### src/rtl/mult8_seq_ctrl_pkg.sv
// mult_pkg: shared widths, FSM state type and nibble-step shift table
package mult_pkg;
    localparam int NIB_W  = 4;
    localparam int OP_W   = 8;
    localparam int PROD_W = 16;

    typedef enum logic [1:0] {IDLE, MUL, DONE} state_e;

    // Entry [s] is the left shift applied to the partial product of step s: 0,4,4,8
    localparam logic [3:0][3:0] STEP_SHIFT = {4'd8, 4'd4, 4'd4, 4'd0};
endpackage

### src/rtl/mult8_seq_ctrl_if.sv
// mult8_seq_ctrl_if: operand/result handshakes plus flush and busy status
interface mult8_seq_ctrl_if;
    import mult_pkg::*;
    logic              in_valid;
    logic              in_ready;
    logic [OP_W-1:0]   a;
    logic [OP_W-1:0]   b;
    logic              flush;
    logic              out_valid;
    logic              out_ready;
    logic [PROD_W-1:0] product;
    logic              busy;

    modport master (
        output in_valid, a, b, flush, out_ready,
        input  in_ready, out_valid, product, busy
    );

    modport slave (
        input  in_valid, a, b, flush, out_ready,
        output in_ready, out_valid, product, busy
    );
endinterface

### src/rtl/multiplier_4bit_array.sv
// multiplier_4bit_array: combinational 4x4 unsigned array multiplier
module multiplier_4bit_array
    import mult_pkg::*;
(
    input  logic [NIB_W-1:0]   x,
    input  logic [NIB_W-1:0]   y,
    output logic [2*NIB_W-1:0] p
);
    // Sum of AND rows, each row shifted by its multiplier bit position
    always_comb begin
        p = '0;
        for (int i = 0; i < NIB_W; i++)
            p = p + ((2*NIB_W)'(y[i] ? x : '0) << i);
    end
endmodule

### src/rtl/mult8_seq_ctrl.sv
// mult8_seq_ctrl: 8x8 unsigned multiply over four passes of one shared 4x4 multiplier
module mult8_seq_ctrl
    import mult_pkg::*;
#(
    parameter bit EARLY_ZERO = 1'b1
) (
    input logic             clk,
    input logic             rst_n,
    mult8_seq_ctrl_if.slave bus
);
    state_e              state_q, state_d;
    logic [1:0]          step_q, step_d;
    logic [OP_W-1:0]     a_q, a_d, b_q, b_d;
    logic [PROD_W-1:0]   acc_q, acc_d;
    logic [NIB_W-1:0]    nib_a, nib_b;
    logic [2*NIB_W-1:0]  pp;

    // step[0] picks the high nibble of a, step[1] the high nibble of b
    assign nib_a = step_q[0] ? a_q[OP_W-1:NIB_W] : a_q[NIB_W-1:0];
    assign nib_b = step_q[1] ? b_q[OP_W-1:NIB_W] : b_q[NIB_W-1:0];

    multiplier_4bit_array u_mul (
        .x (nib_a),
        .y (nib_b),
        .p (pp)
    );

    // Next-state, operand capture and accumulate; flush overrides everything
    always_comb begin
        state_d = state_q;
        step_d  = step_q;
        a_d     = a_q;
        b_d     = b_q;
        acc_d   = acc_q;
        if (bus.flush) begin
            state_d = IDLE;
            step_d  = '0;
            acc_d   = '0;
        end else begin
            unique case (state_q)
                IDLE: if (bus.in_valid) begin
                    a_d     = bus.a;
                    b_d     = bus.b;
                    acc_d   = '0;
                    step_d  = '0;
                    state_d = (EARLY_ZERO && (bus.a == '0 || bus.b == '0)) ? DONE : MUL;
                end
                MUL: begin
                    acc_d   = acc_q + (PROD_W'(pp) << STEP_SHIFT[step_q]);
                    step_d  = step_q + 2'd1;
                    state_d = (step_q == 2'd3) ? DONE : MUL;
                end
                DONE: if (bus.out_ready) state_d = IDLE;
                default: state_d = IDLE;
            endcase
        end
    end

    // State and datapath registers
    always_ff @(posedge clk or negedge rst_n) begin
        if (!rst_n) begin
            state_q <= IDLE;
            step_q  <= '0;
            a_q     <= '0;
            b_q     <= '0;
            acc_q   <= '0;
        end else begin
            state_q <= state_d;
            step_q  <= step_d;
            a_q     <= a_d;
            b_q     <= b_d;
            acc_q   <= acc_d;
        end
    end

    // Outputs decode from state; flush blocks acceptance in the same cycle
    assign bus.in_ready  = (state_q == IDLE) && !bus.flush;
    assign bus.out_valid = (state_q == DONE);
    assign bus.product   = acc_q;
    assign bus.busy      = (state_q != IDLE);
endmodule

### src/flat_wrapper.sv
// flat-port wrapper written by rule: the top's interface ports become plain ports
module mult8_seq_ctrl_flat import mult_pkg::*;
#(
    parameter bit EARLY_ZERO = 1'b1
)
  (clk, rst_n, bus_in_valid, bus_a, bus_b, bus_flush, bus_out_ready, bus_in_ready, bus_out_valid, bus_product, bus_busy);
  mult8_seq_ctrl_if bus_i ();
  input logic clk;
  input logic rst_n;
  input wire logic [$bits(bus_i.in_valid)-1:0] bus_in_valid;
  input wire logic [$bits(bus_i.a)-1:0] bus_a;
  input wire logic [$bits(bus_i.b)-1:0] bus_b;
  input wire logic [$bits(bus_i.flush)-1:0] bus_flush;
  input wire logic [$bits(bus_i.out_ready)-1:0] bus_out_ready;
  output wire logic [$bits(bus_i.in_ready)-1:0] bus_in_ready;
  output wire logic [$bits(bus_i.out_valid)-1:0] bus_out_valid;
  output wire logic [$bits(bus_i.product)-1:0] bus_product;
  output wire logic [$bits(bus_i.busy)-1:0] bus_busy;
  assign bus_i.in_valid = bus_in_valid;
  assign bus_i.a = bus_a;
  assign bus_i.b = bus_b;
  assign bus_i.flush = bus_flush;
  assign bus_i.out_ready = bus_out_ready;
  assign bus_in_ready = bus_i.in_ready;
  assign bus_out_valid = bus_i.out_valid;
  assign bus_product = bus_i.product;
  assign bus_busy = bus_i.busy;
  mult8_seq_ctrl #(.EARLY_ZERO(EARLY_ZERO)) u_core (.clk(clk), .rst_n(rst_n), .bus(bus_i));
endmodule
### config.mk
export PLATFORM = sky130hd
export DESIGN_NAME = mult8_seq_ctrl_flat
export DESIGN_NICKNAME = d
export VERILOG_FILES = /design/src/rtl/mult8_seq_ctrl_pkg.sv /design/src/rtl/mult8_seq_ctrl_if.sv /design/src/rtl/multiplier_4bit_array.sv /design/src/rtl/mult8_seq_ctrl.sv /design/src/flat_wrapper.sv
export SDC_FILE = /design/constraint.sdc
export NUM_CORES = 1
export LEC_CHECK = 0
export BUFFER_PORTS_ARGS = -buffer_cell sky130_fd_sc_hd__buf_2
export CORE_MARGIN = 8
export CORE_UTILIZATION = 53
export CTS_CLUSTER_SIZE = 40
export DETAILED_ROUTE_END_ITERATION = 10
export GPL_TIMING_DRIVEN = 0
export PLACE_DENSITY_LB_ADDON = 0.25
export SYNTH_ARGS = -nofsm -noshare
export SYNTH_HDL_FRONTEND = slang
export SYNTH_SLANG_ARGS = --single-unit
### constraint.sdc
create_clock -name clk -period 5.34 [get_ports clk]
set_input_delay 0.267 -clock clk [delete_from_list [all_inputs] [get_ports clk]]
set_output_delay 0.267 -clock clk [all_outputs]
set_load 0.05 [all_outputs]
==> qor.yml, run 1 <==
synth:
  synthArstFlopShare_pct: 100.0
  synth_edf_count: 0
  syn-cell-area_mm2: 0.002873
  ys.flop_type: "dfrtp_1"
  synth_top_cell_by_area: "dfrtp_1"
  synth_fp_nets: 355
  yosys_warnings: 0
  synth_top_area_share_pct: 31.36
  synth.most_common_cell: "dfrtp_1"
  seq_area_frac_synth_pct: 31.36
  syn_inst: 302
  synth_area_leaders: "dfrtp_1 31%, ha_1 11%, mux2_2 6.7%"
  ys_seq_elements: 36
  synth_cell_type_count: 52
  synth_common_cells: "36 x dfrtp_1, 29 x nor2_1, 26 x ha_1"
  avgSynthCellArea_um2: 9.512
power_and_ir_drop:
  p_per_area_mw_per_mm2: 403.9
  pwr-share-clk_pct: 15.4
  p_int_uw: 733.3
  ir_worst_vdd_mv: 0.2219
  switchingPower_uw: 618.0
  p_sw_share_pct: 45.74
  sequentialPowerShare_pct: 26.5
  leakage_uw: 0.001609
  power_frac_comb_pct: 58.1
place:
  hpwl_um: 5164
  dp_cells: 413
  port_buffers: 39
  place_area_mm2: 0.003158
  globalplace.congestion: 0.8927
  preCtsSetupSlack_ns: -0.1983
cts:
  clkSlewWorstSetupHoldPaths_ns: 0.08
  htreeDepth: 2
  clk_latency_ns: 0.30
  cts_inserted_buffers: 5
  cts_max_path_buffers: 2
  cts_tree: "built"
  ctsHoldBuffers: 0
  numClockSinks: 36
  cts.root.buffer_cell: "clkbuf_8"
timing:
  period_share_pct: 96.53
  timing.hold.ws_ns: 0.06315
  skew_ns: 0.006880
  hold_viol: 0
  slew-limit-headroom_pct: 44.80
  layout_min_cycle_time_ns: 5.155
  finalSetupViolCount: 0
  tightest_slew_ns: 0.8279
  drv_slew: 0
  fmax_ghz: 0.1940
  setup_ws_ns: 0.1854
global_route:
  grt_start_max_net_pins: 37
  grt_pass1_wl_um: 11410
  grt-ovfl-total: 0
  antenna_found_initial: 0
  grt_use_total_pct: 18.30
  grt_pass1_vias: 2460
critical_path:
  crit_family: "adder cells"
  cp_max_fo: 6
  cp_cell_sequence: "mux2i_4 > nor2_1 > fa_1 > inv_1 > fa_1 > inv_1 > ha_1 > fa_2 > a21o_1 > or4b_4 > a31oi_4 > ha_4 > o211ai_1 > a31oi_2 > o311a_1 > or3_1 > a32o_1"
  crit_type: "flip-flop to flip-flop"
  slowest_delay_ns: 0.53
  cp_slowest_cell: "or4b_4"
  worst-path-buf-inv: 2
  r2r_slack_ns: 0.19
  cp.arrival_ns: 5.35
  worstSetupStartpointType: "flip-flop"
  r2r-start: "u_core.step_q[1]"
  r2r_end: "u_core.bus.product[11]"
  reg2reg_depth: 17
  cp-end-kind: "flip-flop"
  crit_required_ns: 5.53
layout:
  multi_input_area_mm2: 0.001971
  area_delta_synth_final_pct: 16.46
  instances_no_fill: 420
  design_area_mm2: 0.003346
  n_antenna_cell: 0
  fillers: 466
  layout.nets: 400
  final_layout_size_suffix_gt1_share_pct: 27.30
  final-seq-area_um2: 903.4
floorplanning:
  io_pins: 40
  row_count: 27
  coreArea_mm2: 0.005371
  die-area_mm2: 0.008032
  die_x_um: 89.62
  die_h_um: 89.62
  initial_core_util_pct: 53.48
drt:
  drt_iter0_drc: 156
  vias_per_cell: 5.814
  drcViolationCount: 0
  wirelength_um: 6758
  drt_pass1_iterations: 4
  dr_total_vias: 2442
  antenna_left: 0
  wl_per_cell_um: 16.09
job:
  maxCapViolations: 0
hold_path:
  min_path_type: "input port to asynchronous set/reset pin"
outcome:
  status: "complete, no violations"
-- layer usage --
layer | wire, um | up-vias | GRT usage, %
met3 | 386 | 10 | 3.458
met2 | 3124 | 77 | 28.88
li1 | - | 1209 | -
met5 | 0 | - | 0
met4 | 122 | 0 | 7.100
met1 | 3124 | 1146 | 24.10
-- sequential cells by signal (all words and copies together), names as in the netlist --
register	count
u_core.b_q	8
u_core.state_q	2
u_core.bus.product	16
u_core.a_q	8
u_core.step_q	2
-- through the flow --
| step | TNS [ns] | total power [uW] | utilization (%) |
|---|---|---|---|
| 2_1_floorplan | 0 | 953.0 | - |
| 5_1_grt | -0.06174 | 1475 | 62.29 |
| 3_3_place_gp | -0.3197 | 1093 | 58.79 |
| 6_report | 0 | 1351 | 62.29 |
| 3_5_place_dp | -0.3700 | 1112 | 58.79 |
| 4_1_cts | 0 | 1330 | 60.77 |
-- cells by family after synthesis --
| kind of cell | synth area share, % |
|---|---|
| and+or+nand+nor | 17.77 |
| AOI/OAI and AO/OA | 18.16 |
| DFF | 31.36 |
| adders and majority gates | 15.51 |
| muxes | 11.19 |
| buffers and inverters | 3.266 |
| xor gates and xnor gates | 2.744 |
-- repair_timing --
action                                  4_1_cts  5_1_grt
setup buffers                                 0        1
resized for setup                             6       12
endpoints found under the setup margin        2        2
gates cloned                                  0        0
pin swaps                                     0        1
-- power groups by stage --
| stage | registers [uW] | clock network (uW) | logic, uW |
|---|---|---|---|
| after global placement | 351 | 0 | 742 |
| after detailed placement | 353 | 0 | 759 |
| after global routing | 366 | 223 | 887 |
| final | 358 | 208 | 784 |
| after CTS | 352 | 214 | 763 |
| after floorplan | 394 | 0 | 559 |
-- cells in the final DEF, fill, tap and decap left out, drive strengths merged, types with 8 or more instances in the layout --
master,n
mux2i,13
clkbuf,12
dfrtp,36
o21ai,15
mux2,17
nor2,29
nor3,10
ha,26
or2,8
a21o,8
a21oi,15
nand2,18
inv,12
buf,43
-- how the worst max path moves through the flow --
stage	start	to	slack, ns	cells after the start
4_1_cts	u_core.step_q[0]	u_core.bus.product[11]	0.06	17
2_1_floorplan	u_core.step_q[0]	u_core.bus.product[11]	0.28	18
3_3_place_gp	u_core.step_q[0]	u_core.bus.product[15]	-0.18	18
6_report	u_core.step_q[1]	u_core.bus.product[11]	0.19	17
3_5_place_dp	u_core.step_q[0]	u_core.bus.product[15]	-0.20	18
5_1_grt	u_core.step_q[1]	u_core.bus.product[11]	-0.06	20
-- area by class of cell --
class | count | area share, %
multi-input combinational | 242 | 58.90
sequential | 36 | 27.00
inverter | 12 | 1.346
tap | 72 | 2.693
clock inverter | 3 | 0.7105
clock buffer | 5 | 2.057
buffer | 10 | 1.234
timing repair buffer | 40 | 6.058
Note: power is estimated with default switching activity, not from simulation.
==> inputs of run 2 (changes only) <==
--- a/config.mk
+++ b/config.mk
@@ -6,12 +6,13 @@
 export NUM_CORES = 1
 export LEC_CHECK = 0
 export BUFFER_PORTS_ARGS = -buffer_cell sky130_fd_sc_hd__buf_2
+export CORE_ASPECT_RATIO = 2
 export CORE_MARGIN = 8
 export CORE_UTILIZATION = 53
 export CTS_CLUSTER_SIZE = 40
 export DETAILED_ROUTE_END_ITERATION = 10
 export GPL_TIMING_DRIVEN = 0
-export PLACE_DENSITY_LB_ADDON = 0.25
+export PLACE_DENSITY = 0.77
 export SYNTH_ARGS = -nofsm -noshare
 export SYNTH_HDL_FRONTEND = slang
 export SYNTH_SLANG_ARGS = --single-unit
==> run 2 against run 1 <==
Net effect:
- cell count shrank 1.9%
- critical path type unchanged
- combinational power grew 4.5%
- clock-buffer cell count grew 2
==> qor.yml, run 2 (synthesis results as in run 1) <==
cts:
  cts_tree: "built"  # unchanged
  ctsHoldBuffers: 0  # unchanged
  clkSlewWorstSetupHoldPaths_ns: 0.08  # about the same
  numClockSinks: 36  # unchanged
  clk_latency_ns: 0.29  # was 0.30 ns
  cts_max_path_buffers: 2  # unchanged
  cts.root.buffer_cell: "clkbuf_8"  # unchanged
  cts_inserted_buffers: 5  # unchanged
  htreeDepth: 2  # unchanged
critical_path:
  r2r-start: "u_core.step_q[0]"  # was u_core.step_q[1]
  cp-end-kind: "flip-flop"  # unchanged
  crit_type: "flip-flop to flip-flop"  # unchanged
  cp_max_fo: 6  # unchanged
  cp.arrival_ns: 5.36  # was 5.35 ns
  crit_path_start: "u_core.step_q[0]"  # was u_core.step_q[1]
  crit_required_ns: 5.52  # was 5.53 ns
  worstSetupStartpointType: "flip-flop"  # unchanged
layout:
  layout.nets: 404  # was 400
  n_antenna_cell: 0  # unchanged
  instances_no_fill: 412  # was 420
  fillers: 455  # was 466
  largest_register_ff_count: 16  # unchanged
  area_delta_synth_final_pct: 17.07  # was 16.46%
  finish.utilization_pct: 63.16  # was 62.29%
  final_cell_mix: "42 x buf_2, 34 x dfrtp_1, 29 x nor2_1, 25 x ha_1, 18 x nand2_1"  # unchanged
  layout_commonest_cell: "buf_2"  # unchanged
  final_layout_size_suffix_gt1_share_pct: 27.84  # was 27.30%
place:
  hpwl_um: 5505  # was 5164 um
  globalplace.congestion: 0.9147  # was 0.8927
  dp_cells: 401  # was 413
  port_buffers: 39  # unchanged
  preCtsSetupSlack_ns: -0.3526  # was -0.1983 ns
timing:
  hold_viol: 0  # unchanged
  finalSetupViolCount: 0  # unchanged
  tightest_slew_ns: 0.8304  # was 0.8279 ns
  skew_ns: 0.004747  # was 0.006880 ns
  period_share_pct: 97.02  # was 96.53%
  slew-limit-headroom_pct: 44.64  # was 44.80%
  setup_ws_ns: 0.1589  # was 0.1854 ns
  layout_min_cycle_time_ns: 5.181  # was 5.155 ns
  drv_slew: 0  # unchanged
  fmax_ghz: 0.1930  # was 0.1940 GHz
floorplanning:
  coreArea_mm2: 0.005325  # was 0.005371 mm^2
  initial_core_util_pct: 53.95  # was 53.48%
  die-area_mm2: 0.008175  # was 0.008032 mm^2
  die_h_um: 120.1  # was 89.62 um
  io_pins: 40  # unchanged
  row_count: 38  # was 27
  die_x_um: 68.06  # was 89.62 um
global_route:
  grt_pass1_vias: 2582  # was 2,460
  grt_start_max_net_pins: 37  # unchanged
  antenna_found_initial: 0  # unchanged
  grt_pass1_wl_um: 11870  # was 11,410 um
  grt_use_total_pct: 18.24  # was 18.30%
  grt-ovfl-total: 0  # unchanged
drt:
  drt_iter0_drc: 119  # was 156
  drcViolationCount: 0  # unchanged
  wirelength_um: 7250  # was 6758 um
  wl_per_cell_um: 17.60  # was 16.09 um
  vias_per_cell: 6.126  # was 5.814
  antenna_left: 0  # unchanged
  dr_total_vias: 2524  # was 2,442
  drt_pass1_iterations: 4  # unchanged
power_and_ir_drop:
  leakage_uw: 0.001634  # was 0.001609 uW
  p_per_area_mw_per_mm2: 412.1  # was 403.9 mW/mm^2
  ir_worst_vdd_mv: 0.3126  # was 0.2219 mV
job:
  maxCapViolations: 0  # unchanged
hold_path:
  min_path_type: "input port to asynchronous set/reset pin"  # unchanged
outcome:
  status: "complete, no violations"  # unchanged
## run 2: path summary, 6_finish.rpt
check | slack (ns) | end | depth (start not counted)
hold / removal | 0.07 | u_core.b_q[6] | 1
setup / recovery | 0.16 | u_core.bus.product[11] | 17
min in group clk | 0.21 | u_core.state_q[1] | 2
max in group asynchronous | 4.70 | u_core.step_q[0] | 1
hold reg to reg | 0.52 | u_core.a_q[1] | 1
setup reg to reg | 0.16 | u_core.bus.product[11] | 17
## run 2: timing repair
action                                  4_1_cts  5_1_grt
pin swaps                                     0        1
resized for setup                             6       11
endpoints found under the setup margin        3        4
buffers inserted                              0        5
## run 2: per-stage QoR
stage | setup TNS, ns | instance area [um^2] | hold WS [ns] | total power, uW
finish | 0 | 3363 | 0.07249 | 1386
floorplan | 0 | 2873 | -0.02859 | 953.0
global placement | -0.4239 | 3143 | 0.3984 | 1097
global route | -0.02311 | 3363 | 0.1477 | 1490
detailed placement | -0.6130 | 3143 | 0.4062 | 1123
CTS | 0 | 3251 | 0.08672 | 1341
## run 2: routing by layer
layer | vias to the layer above | track usage [%] | routed length (um) | part of all wire [%]
li1 | 1212 | - | - | -
met1 | 1223 | 21.83 | 2927 | 40
met2 | 69 | 30.24 | 3734 | 52
met3 | 20 | 3.268 | 369 | 5.1
met4 | 0 | 8.000 | 218 | 3.0
met5 | - | 0 | 0 | 0
## run 2: report_power, final
part | internal (uW) | switching [uW] | leakage, uW | total [uW]
sequential | 318 | 41.6 | 0.000461 | 359
combinational | 336 | 483 | 0.00113 | 819
clock | 105 | 102 | 0.0000445 | 207
## run 2: area by class of cell
type / count / area (um^2) / area share [%]
buffer: 10 / 41.29 / 1.228
sequential: 36 / 903.4 / 26.86
clock inverter: 1 / 7.507 / 0.2232
tap: 60 / 75.07 / 2.232
timing repair buffer: 44 / 232.7 / 6.920
clock buffer: 7 / 86.33 / 2.567
inverter: 12 / 45.04 / 1.339
multi-input combinational: 242 / 1972 / 58.63
## run 2: worst max-delay path, stage by stage, from the launching register on
cell	delay [ns]
dfrtp_2	0.50
mux2i_2	0.35
nor2_1	0.10
fa_1	0.48
inv_1	0.06
fa_1	0.55
inv_1	0.05
ha_1	0.22
fa_1	0.41
a21o_1	0.22
or4b_4	0.53
a31oi_4	0.25
ha_4	0.25
o211ai_1	0.11
a31oi_2	0.10
o311a_1	0.33
or3_1	0.30
a32o_1	0.25
==> inputs of run 3 (changes only) <==
--- a/config.mk
+++ b/config.mk
@@ -8,11 +8,11 @@
 export BUFFER_PORTS_ARGS = -buffer_cell sky130_fd_sc_hd__buf_2
 export CORE_ASPECT_RATIO = 2
 export CORE_MARGIN = 8
-export CORE_UTILIZATION = 53
+export CORE_UTILIZATION = 63
 export CTS_CLUSTER_SIZE = 40
 export DETAILED_ROUTE_END_ITERATION = 10
 export GPL_TIMING_DRIVEN = 0
-export PLACE_DENSITY = 0.77
+export PLACE_DENSITY = 0.86
 export SYNTH_ARGS = -nofsm -noshare
 export SYNTH_HDL_FRONTEND = slang
 export SYNTH_SLANG_ARGS = --single-unit
==> constraint.sdc (replaced) <==
create_clock -name clk -period 6.4 [get_ports clk]
set_input_delay 0.32 -clock clk [delete_from_list [all_inputs] [get_ports clk]]
set_output_delay 0.32 -clock clk [all_outputs]
set_load 0.05 [all_outputs]
==> run 3 against run 2 <==
Net effect:
- sequential power fell by 19%
- flip-flop and latch count did not move
- die area fell by 13%
- clock skew fell by 0.00098 ns
- clock-buffer cell count fell by 2
- maximum frequency fell by 9.3%
- largest cell class unchanged
- setup slack improved by 0.53 ns
- largest power group unchanged
- non-clock buffer count fell by 3
- clock power rose by 2%
==> qor.yml, run 3 (synthesis results as in run 1) <==
timing:
  hold_viol: 0  # unchanged
  slew-limit-headroom_pct: 44.00  # was 44.64%
  skew_ns: 0.003771  # was 0.004747 ns
  finalSetupViolCount: 0  # unchanged
  fin_tns_setup_ns: 0  # unchanged
  setup_ws_ns: 0.6852  # was 0.1589 ns
  fmax_ghz: 0.1750  # was 0.1930 GHz
  rsz0062_at_grt: "no"
  period_share_pct: 89.29  # was 97.02%
  layout_min_cycle_time_ns: 5.715  # was 5.181 ns
  tightest_slew_ns: 0.8399  # was 0.8304 ns
  drv_slew: 0  # unchanged
cts:
  cts_max_path_buffers: 2  # unchanged
  cts_tree: "built"  # unchanged
  clk_latency_ns: 0.30  # was 0.29 ns
  post_cts_buffers: 0  # unchanged
  numClockSinks: 36  # unchanged
  ctsHoldBuffers: 0  # unchanged
  cts_resized: 0  # was 6
  htreeDepth: 2  # unchanged
  cts_inserted_buffers: 5  # unchanged
  clkSlewWorstSetupHoldPaths_ns: 0.08  # about the same
  cts.root.buffer_cell: "clkbuf_8"  # unchanged
drt:
  drt_iter0_drc: 116  # was 119
  wl_met3_um: 326  # was 369 um
  dr_total_vias: 2554  # was 2,524
  vias_per_cell: 6.322  # was 6.126
  top_layer: "met4"  # unchanged
  drcViolationCount: 0  # unchanged
  wl_met2_um: 3788  # was 3734 um
  wl_met1_um: 2912  # was 2927 um
  antenna_left: 0  # unchanged
  wl_per_cell_um: 17.99  # was 17.60 um
  drt_pass1_iterations: 5  # was 4
  wirelength_um: 7269  # was 7250 um
floorplanning:
  coreArea_mm2: 0.004511  # was 0.005325 mm^2
  die_h_um: 111.5  # was 120.1 um
  io_pins: 40  # unchanged
  row_count: 35  # was 38
  initial_core_util_pct: 63.69  # was 53.95%
  die-area_mm2: 0.007108  # was 0.008175 mm^2
  die_x_um: 63.75  # was 68.06 um
place:
  hpwl_um: 5529  # was 5505 um
  preCtsSetupSlack_ns: 0.8314  # was -0.3526 ns
  globalplace.congestion: 0.8955  # was 0.9147
  port_buffers: 39  # unchanged
critical_path:
  worst_path_most_repeated_cell: "fa_1"  # unchanged
  cp_slowest_cell: "fa_1"  # unchanged
  crit_type: "flip-flop to flip-flop"  # unchanged
  worstSetupStartpointType: "flip-flop"  # unchanged
  cp_max_fo: 6  # unchanged
  crit_required_ns: 6.59  # was 5.52 ns
  cp_cell_sequence: "clkbuf_1 > mux2i_1 > nor2_1 > fa_1 > inv_1 > fa_1 > inv_1 > ha_1 > fa_1 > a21o_1 > or4b_4 > a31oi_1 > ha_1 > o211ai_1 > a31oi_1 > o41ai_1 > nor3_1 > a211o_1"  # was mux2i_2 > nor2_1 > fa_1 > inv_1 > fa_1 > inv_1 > ha_1 > fa_1 > a21o_1 > or4b_4 > a31oi_4 > ha_4 > o211ai_1 > a31oi_2 > o311a_1 > or3_1 > a32o_1
  cp.arrival_ns: 5.90  # was 5.36 ns
  cp-end-kind: "flip-flop"  # unchanged
  slowest_delay_ns: 0.55  # about the same
layout:
  layout_commonest_cell: "buf_2"  # unchanged
  final_layout_size_suffix_gt1_share_pct: 23.21  # was 27.84%
  final_cell_mix: "42 x buf_2, 36 x dfrtp_1, 29 x nor2_1, 26 x ha_1, 18 x nand2_1"  # was 42 x buf_2, 34 x dfrtp_1, 29 x nor2_1, 25 x ha_1, 18 x nand2_1
  n_antenna_cell: 0  # unchanged
  largest_register_ff_count: 16  # unchanged
  fillers: 342  # was 455
  area_delta_synth_final_pct: 13.20  # was 17.07%
  layout.nets: 401  # was 404
global_route:
  grt_pass1_vias: 2668  # was 2,582
  grt_pass1_wl_um: 12160  # was 11,870 um
  grt_start_max_net_pins: 37  # unchanged
  grt-ovfl-total: 0  # unchanged
  antenna_found_initial: 0  # unchanged
  grt_use_total_pct: 20.79  # was 18.24%
job:
  maxCapViolations: 0  # unchanged
power_and_ir_drop:
  p_per_area_mw_per_mm2: 361.3  # was 412.1 mW/mm^2
  leakage_uw: 0.001604  # was 0.001634 uW
  ir_worst_vdd_mv: 0.2678  # was 0.3126 mV
  p_total_uw: 1175  # was 1386 uW
hold_path:
  min_path_type: "input port to asynchronous set/reset pin"  # unchanged
outcome:
  status: "complete, no violations"  # unchanged
==> run 3: critical path: cells and delay by family (launching register included) <==
family | cells | cell delay [ns]
buffers and inverters | 3 | 0.41
muxes | 1 | 0.44
and+or+nand+nor | 3 | 0.76
adders and majority gates | 5 | 2.04
DFF | 1 | 0.35
AOI/OAI and AO/OA | 6 | 1.57
==> run 3: metrics by stage <==
step | cell area, um^2 | util, % | hold WS [ns] | instances
after floorplan | 2873 | - | 0.02441 | 302
after global placement | 3137 | 69.54 | 0.4484 | 396
after detailed placement | 3137 | 69.54 | 0.4716 | 396
after CTS | 3252 | 72.09 | 0.1434 | 404
after global routing | 3252 | 72.09 | 0.1923 | 404
final | 3252 | 72.09 | 0.1192 | 404
==> run 3: worst paths after layout <==
kind	startpoint	endpoint	slack (ns)	cells past startpoint
setup / recovery	u_core.step_q[1]	u_core.bus.product[15]	0.69	18
hold / removal	rst_n	u_core.bus.product[3]	0.12	1
setup reg to reg	u_core.step_q[1]	u_core.bus.product[15]	0.69	18
hold reg to reg	u_core.b_q[2]	u_core.b_q[2]	0.51	1
max in group asynchronous	rst_n	u_core.bus.product[15]	5.76	1
min in group clk	bus_flush	u_core.state_q[1]	0.24	2
==> run 3: final cells by class <==
type / instances / area [um^2] / share of cell area (%)
clock inverters: 3 / 46.29 / 1.424
plain buffers: 12 / 48.80 / 1.501
multi-input cells: 242 / 1878 / 57.75
well taps: 55 / 68.82 / 2.116
clock buffers: 5 / 68.82 / 2.116
inverters: 12 / 45.04 / 1.385
flip-flops and latches: 36 / 900.9 / 27.70
repair buffers: 39 / 195.2 / 6.002
==> run 3: layer usage <==
layer,vias to the layer above,global-route usage (%)
met1,1249,23.58
met4,0,11.09
met2,84,35.42
met3,18,3.819
met5,-,0
li1,1203,-
==> run 3: power by group <==
| part | internal, uW | switching [uW] |
|---|---|---|
| Combinational | 258 | 415 |
| Clock | 117 | 94.4 |
| Sequential | 265 | 25.1 |
